File: src/rtl/rvx_timer_responder_pkg.sv
// Shared constants for the memory-mapped machine timer.
//   - word offsets (rw_address[4:2]) of the register map
//   - CONTROL register bit positions
//   - reset values of the 64-bit timer registers
package rvx_timer_responder_pkg;

  localparam logic [2:0] RVX_TIMER_MTIME_LO    = 3'd0;
  localparam logic [2:0] RVX_TIMER_MTIME_HI    = 3'd1;
  localparam logic [2:0] RVX_TIMER_MTIMECMP_LO = 3'd2;
  localparam logic [2:0] RVX_TIMER_MTIMECMP_HI = 3'd3;
  localparam logic [2:0] RVX_TIMER_CONTROL     = 3'd4;

  localparam int RVX_TIMER_CTRL_ENABLE_BIT   = 0;
  localparam int RVX_TIMER_CTRL_PRESCALE_LSB = 8;

  localparam logic [63:0] RVX_TIMER_MTIME_RESET    = 64'h0000_0000_0000_0000;
  localparam logic [63:0] RVX_TIMER_MTIMECMP_RESET = 64'hFFFF_FFFF_FFFF_FFFF;

endpackage

File: src/rtl/rvx_timer_strobe_merge.sv
// Combinational byte merge for a 32-bit register word.
//   old_word     : current register contents
//   write_data   : new data from the bus
//   write_strobe : byte enables, bit b selects byte b of write_data
//   merged_word  : old_word with the enabled bytes replaced
module rvx_timer_strobe_merge (
  input  logic [31:0] old_word,
  input  logic [31:0] write_data,
  input  logic [3:0]  write_strobe,
  output logic [31:0] merged_word
);

  always_comb begin
    merged_word = old_word;
    for (int b = 0; b < 4; b++) begin
      if (write_strobe[b]) begin
        merged_word[8*b +: 8] = write_data[8*b +: 8];
      end
    end
  end

endmodule

File: src/rtl/rvx_timer_responder.sv
// Memory-mapped machine timer on the data-bus responder side.
// Holds mtime, mtimecmp and CONTROL; answers every read/write request with a
// single-cycle response pulse one clock after the request is sampled.
//   clock, reset_n       : clock, asynchronous active-low reset
//   rw_address           : byte address, [4:2] selects the word
//   read_request         : read request, answered by read_response/read_data
//   write_request        : write request with write_data/write_strobe,
//                          answered by write_response
//   memory_mapped_timer  : live mtime value
//   irq_timer            : level interrupt, mtime >= mtimecmp
module rvx_timer_responder
  import rvx_timer_responder_pkg::*;
#(
  parameter int          PRESCALER_WIDTH = 16,
  parameter logic [31:0] CONTROL_RESET   = 32'h00000001
) (
  input  logic        clock,
  input  logic        reset_n,
  input  logic [4:0]  rw_address,
  input  logic        read_request,
  output logic [31:0] read_data,
  output logic        read_response,
  input  logic [31:0] write_data,
  input  logic [3:0]  write_strobe,
  input  logic        write_request,
  output logic        write_response,
  output logic [63:0] memory_mapped_timer,
  output logic        irq_timer
);

  localparam int PW   = PRESCALER_WIDTH;
  localparam int PLSB = RVX_TIMER_CTRL_PRESCALE_LSB;
  localparam int PMSB = RVX_TIMER_CTRL_PRESCALE_LSB + PRESCALER_WIDTH - 1;
  localparam logic [PW-1:0] CNT_ONE = {{(PW-1){1'b0}}, 1'b1};

  logic [63:0]   mtime_q, mtime_d;
  logic [63:0]   mtimecmp_q, mtimecmp_d;
  logic          enable_q, enable_d;
  logic [PW-1:0] prescale_q, prescale_d;
  logic [PW-1:0] counter_q, counter_d;
  logic [31:0]   read_data_q, read_data_d;
  logic          read_response_q, read_response_d;
  logic          write_response_q, write_response_d;
  logic          irq_q, irq_d;

  logic [2:0]  word_sel;
  logic        unused_addr_bits;
  logic [31:0] control_word;
  logic [31:0] mtime_lo_merged, mtime_hi_merged;
  logic [31:0] cmp_lo_merged, cmp_hi_merged, control_merged;
  logic        wr_mtime_lo, wr_mtime_hi, wr_cmp_lo, wr_cmp_hi, wr_control;
  logic        tick;

  assign word_sel         = rw_address[4:2];
  assign unused_addr_bits = ^rw_address[1:0];

  always_comb begin
    control_word                            = '0;
    control_word[RVX_TIMER_CTRL_ENABLE_BIT] = enable_q;
    control_word[PMSB:PLSB]                 = prescale_q;
  end

  rvx_timer_strobe_merge u_merge_mtime_lo (
    .old_word(mtime_q[31:0]), .write_data(write_data),
    .write_strobe(write_strobe), .merged_word(mtime_lo_merged));
  rvx_timer_strobe_merge u_merge_mtime_hi (
    .old_word(mtime_q[63:32]), .write_data(write_data),
    .write_strobe(write_strobe), .merged_word(mtime_hi_merged));
  rvx_timer_strobe_merge u_merge_cmp_lo (
    .old_word(mtimecmp_q[31:0]), .write_data(write_data),
    .write_strobe(write_strobe), .merged_word(cmp_lo_merged));
  rvx_timer_strobe_merge u_merge_cmp_hi (
    .old_word(mtimecmp_q[63:32]), .write_data(write_data),
    .write_strobe(write_strobe), .merged_word(cmp_hi_merged));
  rvx_timer_strobe_merge u_merge_control (
    .old_word(control_word), .write_data(write_data),
    .write_strobe(write_strobe), .merged_word(control_merged));

  assign wr_mtime_lo = write_request && (word_sel == RVX_TIMER_MTIME_LO);
  assign wr_mtime_hi = write_request && (word_sel == RVX_TIMER_MTIME_HI);
  assign wr_cmp_lo   = write_request && (word_sel == RVX_TIMER_MTIMECMP_LO);
  assign wr_cmp_hi   = write_request && (word_sel == RVX_TIMER_MTIMECMP_HI);
  assign wr_control  = write_request && (word_sel == RVX_TIMER_CONTROL);

  // Terminal count of the prescaler; only meaningful while enabled.
  assign tick = enable_q && (counter_q == prescale_q);

  always_comb begin
    mtime_d          = mtime_q;
    mtimecmp_d       = mtimecmp_q;
    enable_d         = enable_q;
    prescale_d       = prescale_q;
    counter_d        = counter_q;
    read_data_d      = '0;
    read_response_d  = read_request;
    write_response_d = write_request;

    if (enable_q) begin
      counter_d = tick ? '0 : counter_q + CNT_ONE;
    end

    // A software write to either mtime word takes priority over the
    // increment; the increment for that cycle is simply dropped.
    if (wr_mtime_lo) begin
      mtime_d = {mtime_q[63:32], mtime_lo_merged};
    end else if (wr_mtime_hi) begin
      mtime_d = {mtime_hi_merged, mtime_q[31:0]};
    end else if (tick) begin
      mtime_d = mtime_q + 64'd1;
    end

    if (wr_cmp_lo) begin
      mtimecmp_d = {mtimecmp_q[63:32], cmp_lo_merged};
    end else if (wr_cmp_hi) begin
      mtimecmp_d = {cmp_hi_merged, mtimecmp_q[31:0]};
    end

    if (wr_control) begin
      enable_d   = control_merged[RVX_TIMER_CTRL_ENABLE_BIT];
      prescale_d = control_merged[PMSB:PLSB];
      counter_d  = '0;
    end

    // Reads see the pre-write register contents.
    if (read_request) begin
      unique case (word_sel)
        RVX_TIMER_MTIME_LO:    read_data_d = mtime_q[31:0];
        RVX_TIMER_MTIME_HI:    read_data_d = mtime_q[63:32];
        RVX_TIMER_MTIMECMP_LO: read_data_d = mtimecmp_q[31:0];
        RVX_TIMER_MTIMECMP_HI: read_data_d = mtimecmp_q[63:32];
        RVX_TIMER_CONTROL:     read_data_d = control_word;
        default:               read_data_d = '0;
      endcase
    end

    // Compare on next-state values so irq tracks mtime with no extra lag.
    irq_d = (mtime_d >= mtimecmp_d);
  end

  always_ff @(posedge clock or negedge reset_n) begin
    if (!reset_n) begin
      mtime_q          <= RVX_TIMER_MTIME_RESET;
      mtimecmp_q       <= RVX_TIMER_MTIMECMP_RESET;
      enable_q         <= CONTROL_RESET[RVX_TIMER_CTRL_ENABLE_BIT];
      prescale_q       <= CONTROL_RESET[PMSB:PLSB];
      counter_q        <= '0;
      read_data_q      <= '0;
      read_response_q  <= 1'b0;
      write_response_q <= 1'b0;
      irq_q            <= 1'b0;
    end else begin
      mtime_q          <= mtime_d;
      mtimecmp_q       <= mtimecmp_d;
      enable_q         <= enable_d;
      prescale_q       <= prescale_d;
      counter_q        <= counter_d;
      read_data_q      <= read_data_d;
      read_response_q  <= read_response_d;
      write_response_q <= write_response_d;
      irq_q            <= irq_d;
    end
  end

  assign read_data           = read_data_q;
  assign read_response       = read_response_q;
  assign write_response      = write_response_q;
  assign memory_mapped_timer = mtime_q;
  assign irq_timer           = irq_q;

endmodule

File: config.mk
export PLATFORM = sky130hd
export DESIGN_NAME = rvx_timer_responder
export DESIGN_NICKNAME = d
export VERILOG_FILES = /design/src/rtl/rvx_timer_responder_pkg.sv /design/src/rtl/rvx_timer_strobe_merge.sv /design/src/rtl/rvx_timer_responder.sv
export SDC_FILE = /design/constraint.sdc
export NUM_CORES = 1
export LEC_CHECK = 0
export CAP_MARGIN = 0
export CORE_ASPECT_RATIO = 0.75
export CORE_MARGIN = 2
export CORE_UTILIZATION = 35
export CTS_CLUSTER_SIZE = 28
export DETAILED_ROUTE_END_ITERATION = 16
export HOLD_SLACK_MARGIN = 0.06
export PLACE_DENSITY = 0.6
export SETUP_SLACK_MARGIN = 0.3
export SLEW_MARGIN = 20
export SYNTH_ARGS = -nofsm -noshare
export SYNTH_HDL_FRONTEND = slang
export SYNTH_SLANG_ARGS = --single-unit
File: constraint.sdc
create_clock -name clock -period 5.65 [get_ports clock]
set_input_delay 0.565 -clock clock [delete_from_list [all_inputs] [get_ports clock]]
set_output_delay 0.565 -clock clock [all_outputs]
set_load 0.02 [all_outputs]
# Word level (Yosys, flattened, before mapping)
# Cells that the tools add are included.
# totals
regBits	196
latchBits	0
ramBits	0
rom_bits	0
output_inout_bits	99
memories	0
# classes
addsub	2
n_mul	0
div_mod_pow	0
n_lt_le_gt_ge	1
eq_ne	5
shifts	0
muxes	26
bitwise_logic	0
n_reduce_logical	11
# op_table
operator	n
64-bit 2-to-1 mux	5
32-bit case mux with 5 select lines	1
8-bit 2-to-1 mux	16
64-bit by 1-bit adder with 64-bit output, second input constant	1
64-bit greater-or-equal comparator	1
16-bit 2-to-1 mux	3
32-bit 2-to-1 mux	1
16-bit by 1-bit adder with 16-bit output, second input constant	1
16-bit equality test	1
3-bit by 2-bit equality test with 1-bit output, second input constant	2
1-bit logical AND	6
2-bit AND reduction	3
3-bit by 1-bit equality test with 1-bit output, second input constant	1
3-bit equality test, second input constant	1
3-bit logical NOT	1
2-bit nonzero test	1

# Longest topological paths before layout
# Gate-level depths: netlist (run 1).
# depth
word_depth	6
depth_mapped	17
depth_no_buf	15

# Modules after synthesis
# Synthesis (run 1) repeated with hierarchy kept, for this count alone.
# unflattened
hier_cells	1397
area_unflattened_um2	14426.3
# modules_own_cells
mod	instances	cells_each	area_each_um2	seq_area_each_um2
rvx_timer_responder	1	1217	11798.8	4986.0
rvx_timer_strobe_merge	5	36	525.5	0.0

# Worst setup path before layout (run 1)
# No wires, ideal clock.
# synth_path
kind	register to register
from	register counter_q[6]
to	register irq_q, in the netlist irq_timer
setup_ns	0.128
t_arrival_ns	3.879
required_ns	5.522
slack_ns	1.644
stages_incl_launch_ff	18
period_less_slack_ns	4.006
path_cell_list	dfrtp_1 > xor2_1 > or4_1 > or2_1 > buf_6 > or2_1 > buf_6 > nor4_4 > nor3_1 > a221o_1 > ha_1 > o21ai_0 > nor2_1 > a2111oi_0 > o21ai_0 > a41o_1 > a31oi_1 > o21ai_0
# synth_via
elab_chain_len	6
# synth_lines
element	line_no	text
start, declared	rvx_timer_responder.sv:40	logic [PW-1:0] counter_q, counter_d;
start signal, assigned	rvx_timer_responder.sv:156	counter_q <= counter_d;
16-bit equality test	rvx_timer_responder.sv:86	assign tick = enable_q && (counter_q == prescale_q);
1-bit logical AND	rvx_timer_responder.sv:86	
64-bit 2-to-1 mux	rvx_timer_responder.sv:108	end else if (tick) begin
64-bit 2-to-1 mux	rvx_timer_responder.sv:106	end else if (wr_mtime_hi) begin
64-bit 2-to-1 mux	rvx_timer_responder.sv:104	if (wr_mtime_lo) begin
named net mtime_d[10]	rvx_timer_responder.sv:36	logic [63:0] mtime_q, mtime_d;
64-bit greater-or-equal comparator	rvx_timer_responder.sv:137	irq_d = (mtime_d >= mtimecmp_d);
named net irq_d	rvx_timer_responder.sv:44	logic irq_q, irq_d;
end signal, assigned	rvx_timer_responder.sv:160	irq_q <= irq_d;
end, declared	rvx_timer_responder.sv:44	
# The timed path passes the listed nets, and every way through them passes these cells.
# A chain may end at the register's enable or synchronous reset.

# Worst setup path in the final report (run 1)
# layout_path
from	register counter_q[3]
to	register irq_q, in the netlist irq_timer
# Same word-level chain as after synthesis.

==> metrics.md, run 1 <==
| Metric | Value |
|---|---|
| Leak Pwr | `0.00622 uW` |
| Final hold slack | `0.147 ns` |
| Routed len/inst | `23.5 um` |
| CP Launch Point | `counter_q[3]$_DFFE_PN0P_` |
| Synth top area share | `27.1%` |
| Number of library cell types mapped by synthesis | `73` |
| Slew HR | `50.7%` |
| Routed wire length | `43.2 mm` |
| Async SR Flop Fraction | `100%` |
| Worst path top cell family by delay | `simple AND/OR/NAND/NOR gates` |
| CTS Buf Count | `17` |
| CP cell instances | `xor2_1, or4_1, or2_1, or2_1, nor4_4, a31oi_1, nor3b_2, ha_1, nand2_1, o21ai_0, a221o_1, o31ai_1, o211ai_1, a31oi_1, o21ai_0` |
| TritonCTS clock tree | `yes` |
| Largest family of logic cells by synthesized area | `simple AND/OR/NAND/NOR gates` |
| Status | `finished clean` |
| Placement Setup Slack | `0.520 ns` |
| Worst VDD drop | `0.153 mV` |
| Minimum clock period | `5.14 ns` |
| Clock insertion delay at the later pin of the skew report | `0.47 ns` |
| Reg2Reg Depth | `15` |
| Crit path required time | `5.97 ns` |
| Ys Warns | `0` |
| Vias | `11000` |
| EDFF count, synth | `0` |
| Post-synthesis sequential area ratio | `41.2%` |
| Fmax achieved | `0.195 GHz` |
| Initial antenna violation count | `2` |
| Clock transition at path regs | `0.07 ns` |
| GRT Util Overall | `24.2%` |
| Final setup vio count | `0` |
| PnR Total Power | `5290 uW` |
| Worst-margin pin slew | `0.738 ns` |
| Mapped cell area | `12100 um2` |
| Critical Path Sink | `irq_timer$_DFF_PN0_` |
| Crit Path Class | `flop to flop` |
| Fin area | `14800 um2` |
| Placed inst area | `14100 um2` |
| Crit-path max FO | `10` |
| Synth Area in Simple Gates | `19.3%` |
| Initial drt markers | `999` |
| Final Worst Setup Slack | `0.514 ns` |
| Final hold vios | `0` |
| Synth Area in Compound Gates | `15.2%` |
| Max Slew Vio Count | `0` |
| Slowest cell on crit path | `nor4_4` |
| Count of state elements after synthesis | `196` |
| Clock Tree Buf Depth | `2` |
| Die H | `165 um` |
| HPWL Detailed | `32.6 mm` |
| Die area | `36100 um2` |
| Largest net degree at the start of global routing | `112` |
| Buf+Inv Stages, Crit Path | `0` |
| Initial Utilization | `35.8%` |
| Vias in the first global route | `10500` |
| H-tree depth | `4` |
| Core Area | `33800 um2` |
| Worst path depth | `15` |
| Final period utilization | `90.9%` |
| Root Driver | `clkbuf_16` |
| Final Skew | `0.0104 ns` |
| Post-Synth XOR/XNOR Area | `1.88%` |
| Detail Route Antenna Nets | `0` |
| Boundary Pins | `144` |
| Worst min path class | `primary input to async pin` |
| Share of post-route cells with drive strength above 1 | `18.1%` |
| Final net count | `1486` |
| CP startpoint kind | `flop` |
| Syn_nets | `1346` |
| First-pass DRT Iterations | `7` |
| Adder-Cell Fraction of Synth Area | `6.82%` |
| Avg Cell Area, Syn | `9.81 um2` |
| First-pass GRT wire length | `65.5 mm` |
| Vias per cell | `5.96` |
| Reg2Reg Capture Point | `irq_timer$_DFF_PN0_` |
| Clock tree sinks | `196` |
| Power per cell area | `358 nW/um2` |
| Reg2reg start | `counter_q[3]$_DFFE_PN0P_` |
| R2R Setup Slk | `0.51 ns` |
| P&R area growth vs syn | `21.9%` |
| Global route overflow | `0` |
| Synth area leader | `dfrtp_1` |
| Worst path max stage delay | `0.60 ns` |
| Most used flip-flop cell after synthesis | `dfrtp_1` |
| WP data arrival | `5.45 ns` |
| Crit. End Element | `flop` |
| Setup TNS | `0 ns` |
| RSZ-0062 raised after global routing | `no` |
| IO Port Bufs | `141` |
| Mux contribution to synthesized area | `11.6%` |
| DIE WIDTH | `219 um` |
| Final routed DRC violation total | `0` |
| Synth top area cells | `dfrtp_1 27%, dfstp_2 14%, mux2_2 8.4%` |
| GP Congestion | `0.917` |
| Cells after Synth | `1235` |
| Max-Cap Viols | `0` |
| Row Count | `58` |
## metrics by stage
step | utilization, % | cells
finish | 43.6 | 1839
global route | 43.6 | 1839
CTS | 43.5 | 1835
detailed placement | 41.8 | 1803
global placement | 41.8 | 1803
floorplan | - | 1235
## synthesized netlist by cell type, types with 25 or more instances
library cell,count
clkbuf_1,38
a22oi_1,40
mux2_2,90
and2_1,40
ha_1,66
nor3_1,39
nand3_1,52
a21oi_1,46
o22ai_1,39
nand2_1,77
dfrtp_1,131
inv_1,74
mux2i_1,39
nand4_1,31
o21ai_0,25
nor2_1,86
dfstp_2,65
## cell families (layout without fill, tap and decap cells)
logic type,count (synthesis),count (layout)
other cells,0,1
simple gates,428,428
flops,196,196
mux,129,129
buf+inv,126,279
xor+xnor,26,26
compound gates,264,264
fa+ha+maj,66,66
## worst min-delay path by stage
stage	to	cells past startpoint
floorplan	counter_q[0]$_DFFE_PN0P_	0
global placement	prescale_q[4]$_DFFE_PN0P_	1
detailed placement	prescale_q[3]$_DFFE_PN0P_	1
CTS	read_data[19]$_DFF_PN0_	1
global route	read_data[19]$_DFF_PN0_	1
finish	read_data[23]$_DFF_PN0_	1
## cell type report
class,instances,area (um2)
clock inverters,11,128
multi-input cells,913,6660
fillers,3367,19100
flip-flops and latches,196,4990
inverters,74,278
repair buffers,173,1680
diodes,1,2.50
well taps,450,563
clock buffers,21,460
## where the power goes
part,switching [uW],leakage (uW),total [uW],internal (uW)
Clock,585,0.000280,1260,677
Combinational,1010,0.00364,1860,854
Sequential,405,0.00230,2160,1760
## flip-flops by register name, summed over array words and instances, names as in the netlist
signal               flops
read_data               32
counter_q               16
prescale_q              16
read_response            1
memory_mapped_timer     64
write_response           1
enable_q                 1
irq_timer                1
mtimecmp_q              64
## cell usage in the layout, fill, tap and decap left out, drive strengths merged, types with 5 or more instances in the layout
master and instances:
a211oi 18, a21o 20, a21oi 46, a22oi 40, a311oi 10, a31oi 7
and2 40, and3 20, and4 14, buf 33, clkbuf 22, clkdlybuf4s50 139
clkinv 5, dfrtp 131, dfstp 65, ha 66, inv 75, mux2 90
mux2i 39, nand2 77, nand2b 7, nand3 53, nand4 31, nand4b 5
nor2 87, nor3 42, nor3b 6, nor4 11, o211ai 12, o21ai 26
o221a 5, o22ai 39, or2 7, or3 10, or4 5, xnor2 10
xor2 16
## what timing repair did
| action | CTS | global route |
|---|---|---|
| gates resized for setup | 0 | 4 |
| setup buffers | 0 | 3 |
| hold buffers | 0 | 0 |
| endpoints found under the setup margin | 0 | 1 |
## per-layer routing
metal	track usage (%)	share of wire, %
met2	33.8	41
met4	5.47	1.5
met1	37.2	48
met5	0	0
met3	6.06	9.2
(Power assumes the default switching activity.)
==> run 2: changes to the inputs <==
Settings changed: CORE_UTILIZATION 35 to 57, PLACE_DENSITY 0.6 to 0.87.
==> run 2 against run 1 <==
Routed wire length down 8.4%. Largest cell class unchanged. Worst setup slack got worse by 0.061 ns. Hold slack worse by 0.012 ns. Via count rose by 2.3%. Sequential share of layout area is 0.59 points higher. Highest routed layer unchanged.
==> metrics.md, run 2 (synthesis gave the netlist of run 1 again) <==
| Metric | Value |
|---|---|
| Max Slew Vio Count | `0 (unchanged)` |
| Vias in the first global route | `10500 (about the same)` |
| Crit. End Element | `flop (unchanged)` |
| Die H | `130 um (was 165 um)` |
| WP data arrival | `5.49 ns (was 5.45 ns)` |
| CP cell instances | `xor2_1, or4b_2, nor3_1, nand2_1, nor3_2, a31oi_1, a211oi_1, ha_1, a21o_1, a221oi_1, o21ai_0, a41o_1, a31oi_1, o21ai_0 (was xor2_1, or4_1, or2_1, or2_1, nor4_4, a31oi_1, nor3b_2, ha_1, nand2_1, o21ai_0, a221o_1, o31ai_1, o211ai_1, a31oi_1, o21ai_0)` |
| TritonCTS clock tree | `yes (unchanged)` |
| Worst path max stage delay | `0.68 ns (was 0.60 ns)` |
| Filler Cells Inserted | `1566 (was 3367)` |
| Final routed DRC violation total | `0 (unchanged)` |
| Final core occ | `69.1% (was 43.6%)` |
| Cells after DPL | `1638 (was 1803)` |
| RSZ-0062 raised after global routing | `no (unchanged)` |
| HPWL Detailed | `28.7 mm (was 32.6 mm)` |
| Final Skew | `0.0162 ns (was 0.0104 ns)` |
| Initial antenna violation count | `0 (was 2)` |
| H-tree depth | `4 (unchanged)` |
| CP startpoint kind | `flop (unchanged)` |
| Final setup vio count | `0 (unchanged)` |
| DIE WIDTH | `172 um (was 219 um)` |
| Commonest non-fill, non-tap cell in the layout | `clkdlybuf4s50_1 (unchanged)` |
| Worst VDD drop | `0.200 mV (was 0.153 mV)` |
| Vias per cell | `6.70 (was 5.96)` |
| Die area | `22400 um2 (was 36100 um2)` |
| GP Congestion | `0.941 (was 0.917)` |
| IO Port Bufs | `141 (unchanged)` |
| Final Worst Setup Slack | `0.454 ns (was 0.514 ns)` |
| Reg2Reg Depth | `14 (was 15)` |
| Root Driver | `clkbuf_16 (unchanged)` |
| Row Count | `46 (was 58)` |
| Global route overflow | `0 (unchanged)` |
| P&R area growth vs syn | `19.8% (was 21.9%)` |
| First-pass GRT wire length | `60.8 mm (was 65.5 mm)` |
| Largest net degree at the start of global routing | `110 (was 112)` |
| Hold_buf cts | `0 (unchanged)` |
| Final period utilization | `92.0% (was 90.9%)` |
| Non-Filler Instances | `1673 (was 1839)` |
| Routed len/inst | `23.6 um (was 23.5 um)` |
| Commonest cells after routing, fill and taps aside | `139 x clkdlybuf4s50_1, 131 x dfrtp_1, 90 x mux2_2 (unchanged)` |
| First-pass DRT Iterations | `7 (unchanged)` |
| Initial drt markers | `1488 (was 999)` |
| Leak Pwr | `0.00621 uW (was 0.00622 uW)` |
| Routed wire length | `39.5 mm (was 43.2 mm)` |
| Crit path required time | `5.95 ns (was 5.97 ns)` |
| Crit Path Class | `flop to flop (unchanged)` |
| Final net count | `1483 (was 1486)` |
| Share of post-route cells with drive strength above 1 | `17.8% (was 18.1%)` |
| Slew HR | `38.7% (was 50.7%)` |
| Worst-margin pin slew | `0.911 ns (was 0.738 ns)` |
| CTS Buf Count | `17 (unchanged)` |
| Worst min path class | `primary input to async pin (unchanged)` |
| Final hold vios | `0 (unchanged)` |
| Power per cell area | `362 nW/um2 (was 358 nW/um2)` |
| Detail Route Antenna Nets | `0 (unchanged)` |
| Placement Setup Slack | `0.554 ns (was 0.520 ns)` |
| Vias | `11200 (was 11000)` |
| Status | `finished clean (unchanged)` |
| Core Area | `21000 um2 (was 33800 um2)` |
| Antenna Diode Count | `0 (was 1)` |
| Slowest cell on crit path | `or4b_2 (was nor4_4)` |
| Initial Utilization | `57.6% (was 35.8%)` |
| Minimum clock period | `5.20 ns (was 5.14 ns)` |
| Clock Tree Buf Depth | `2 (unchanged)` |
| Max-Cap Viols | `0 (unchanged)` |
| Boundary Pins | `144 (unchanged)` |
| GRT Util Overall | `35.9% (was 24.2%)` |
| Fmax achieved | `0.192 GHz (was 0.195 GHz)` |
| Clock transition at path regs | `0.07 ns (about the same)` |
| Setup TNS | `0 ns (unchanged)` |
| Clock tree sinks | `196 (unchanged)` |
| Clock insertion delay at the later pin of the skew report | `0.45 ns (was 0.47 ns)` |
| Crit-path max FO | `5 (was 10)` |
run 2: final cells by class:
class | count | area (um2) | area share [%]
Clock buffer | 22 | 464 | 3.20
Clock inverter | 10 | 121 | 0.837
Inverter | 74 | 278 | 1.91
Multi-Input combinational cell | 913 | 6660 | 45.9
Sequential cell | 196 | 4990 | 34.4
Tap cell | 288 | 360 | 2.48
Timing Repair Buffer | 170 | 1640 | 11.3
run 2: path summary, 6_finish.rpt:
check | to | slack (ns) | startpoint
max | irq_timer$_DFF_PN0_ | 0.45 | counter_q[12]$_DFFE_PN0P_
min | read_data[12]$_DFF_PN0_ | 0.13 | reset_n
max reg2reg | irq_timer$_DFF_PN0_ | 0.45 | counter_q[12]$_DFFE_PN0P_
min reg2reg | prescale_q[6]$_DFFE_PN0P_ | 0.57 | prescale_q[6]$_DFFE_PN0P_
max in group asynchronous | memory_mapped_timer[60]$_DFF_PN0_ | 4.48 | reset_n
min in group clock | prescale_q[6]$_DFFE_PN0P_ | 0.57 | prescale_q[6]$_DFFE_PN0P_
run 2: power breakdown:
part | leakage (uW) | switching, uW | internal [uW]
combinational | 0.00362 | 1000 | 853
clock | 0.000286 | 560 | 682
sequential | 0.00230 | 400 | 1760
total | 0.00621 | 1960 | 3290
run 2: stage by stage:
step,instance area [um2],power (uW),hold slack [ns]
after CTS,14500,5220,0.180
final,14500,5260,0.134
after detailed placement,13900,3960,0.550
after floorplan,12100,3190,0.269
after global routing,14500,5510,0.189
after global placement,13900,3880,0.536
run 2: per-layer routing:
| metal | vias up | global-route usage (%) | part of all wire (%) |
|---|---|---|---|
| met5 | - | 0 | 0 |
| met3 | 90 | 7.86 | 12 |
| met1 | 5425 | 53.9 | 43 |
| li1 | 4879 | - | - |
| met4 | 0 | 9.00 | 2.2 |
| met2 | 810 | 52.8 | 43 |
run 2: repair_timing:
action,in CTS,in global routing
setup endpoints to repair,0,1
resized for setup,0,1
buffers inserted,0,3
run 2: worst max-delay path, delay by kind of cell (launching register included):
| kind | cells | cell delay, ns |
|---|---|---|
| AO/OA/AOI/OAI | 8 | 2.32 |
| XOR/XNOR | 1 | 0.20 |
| adder cells (fa/ha/maj) | 1 | 0.32 |
| flip-flops | 1 | 0.42 |
| AND/OR/NAND/NOR | 4 | 1.79 |
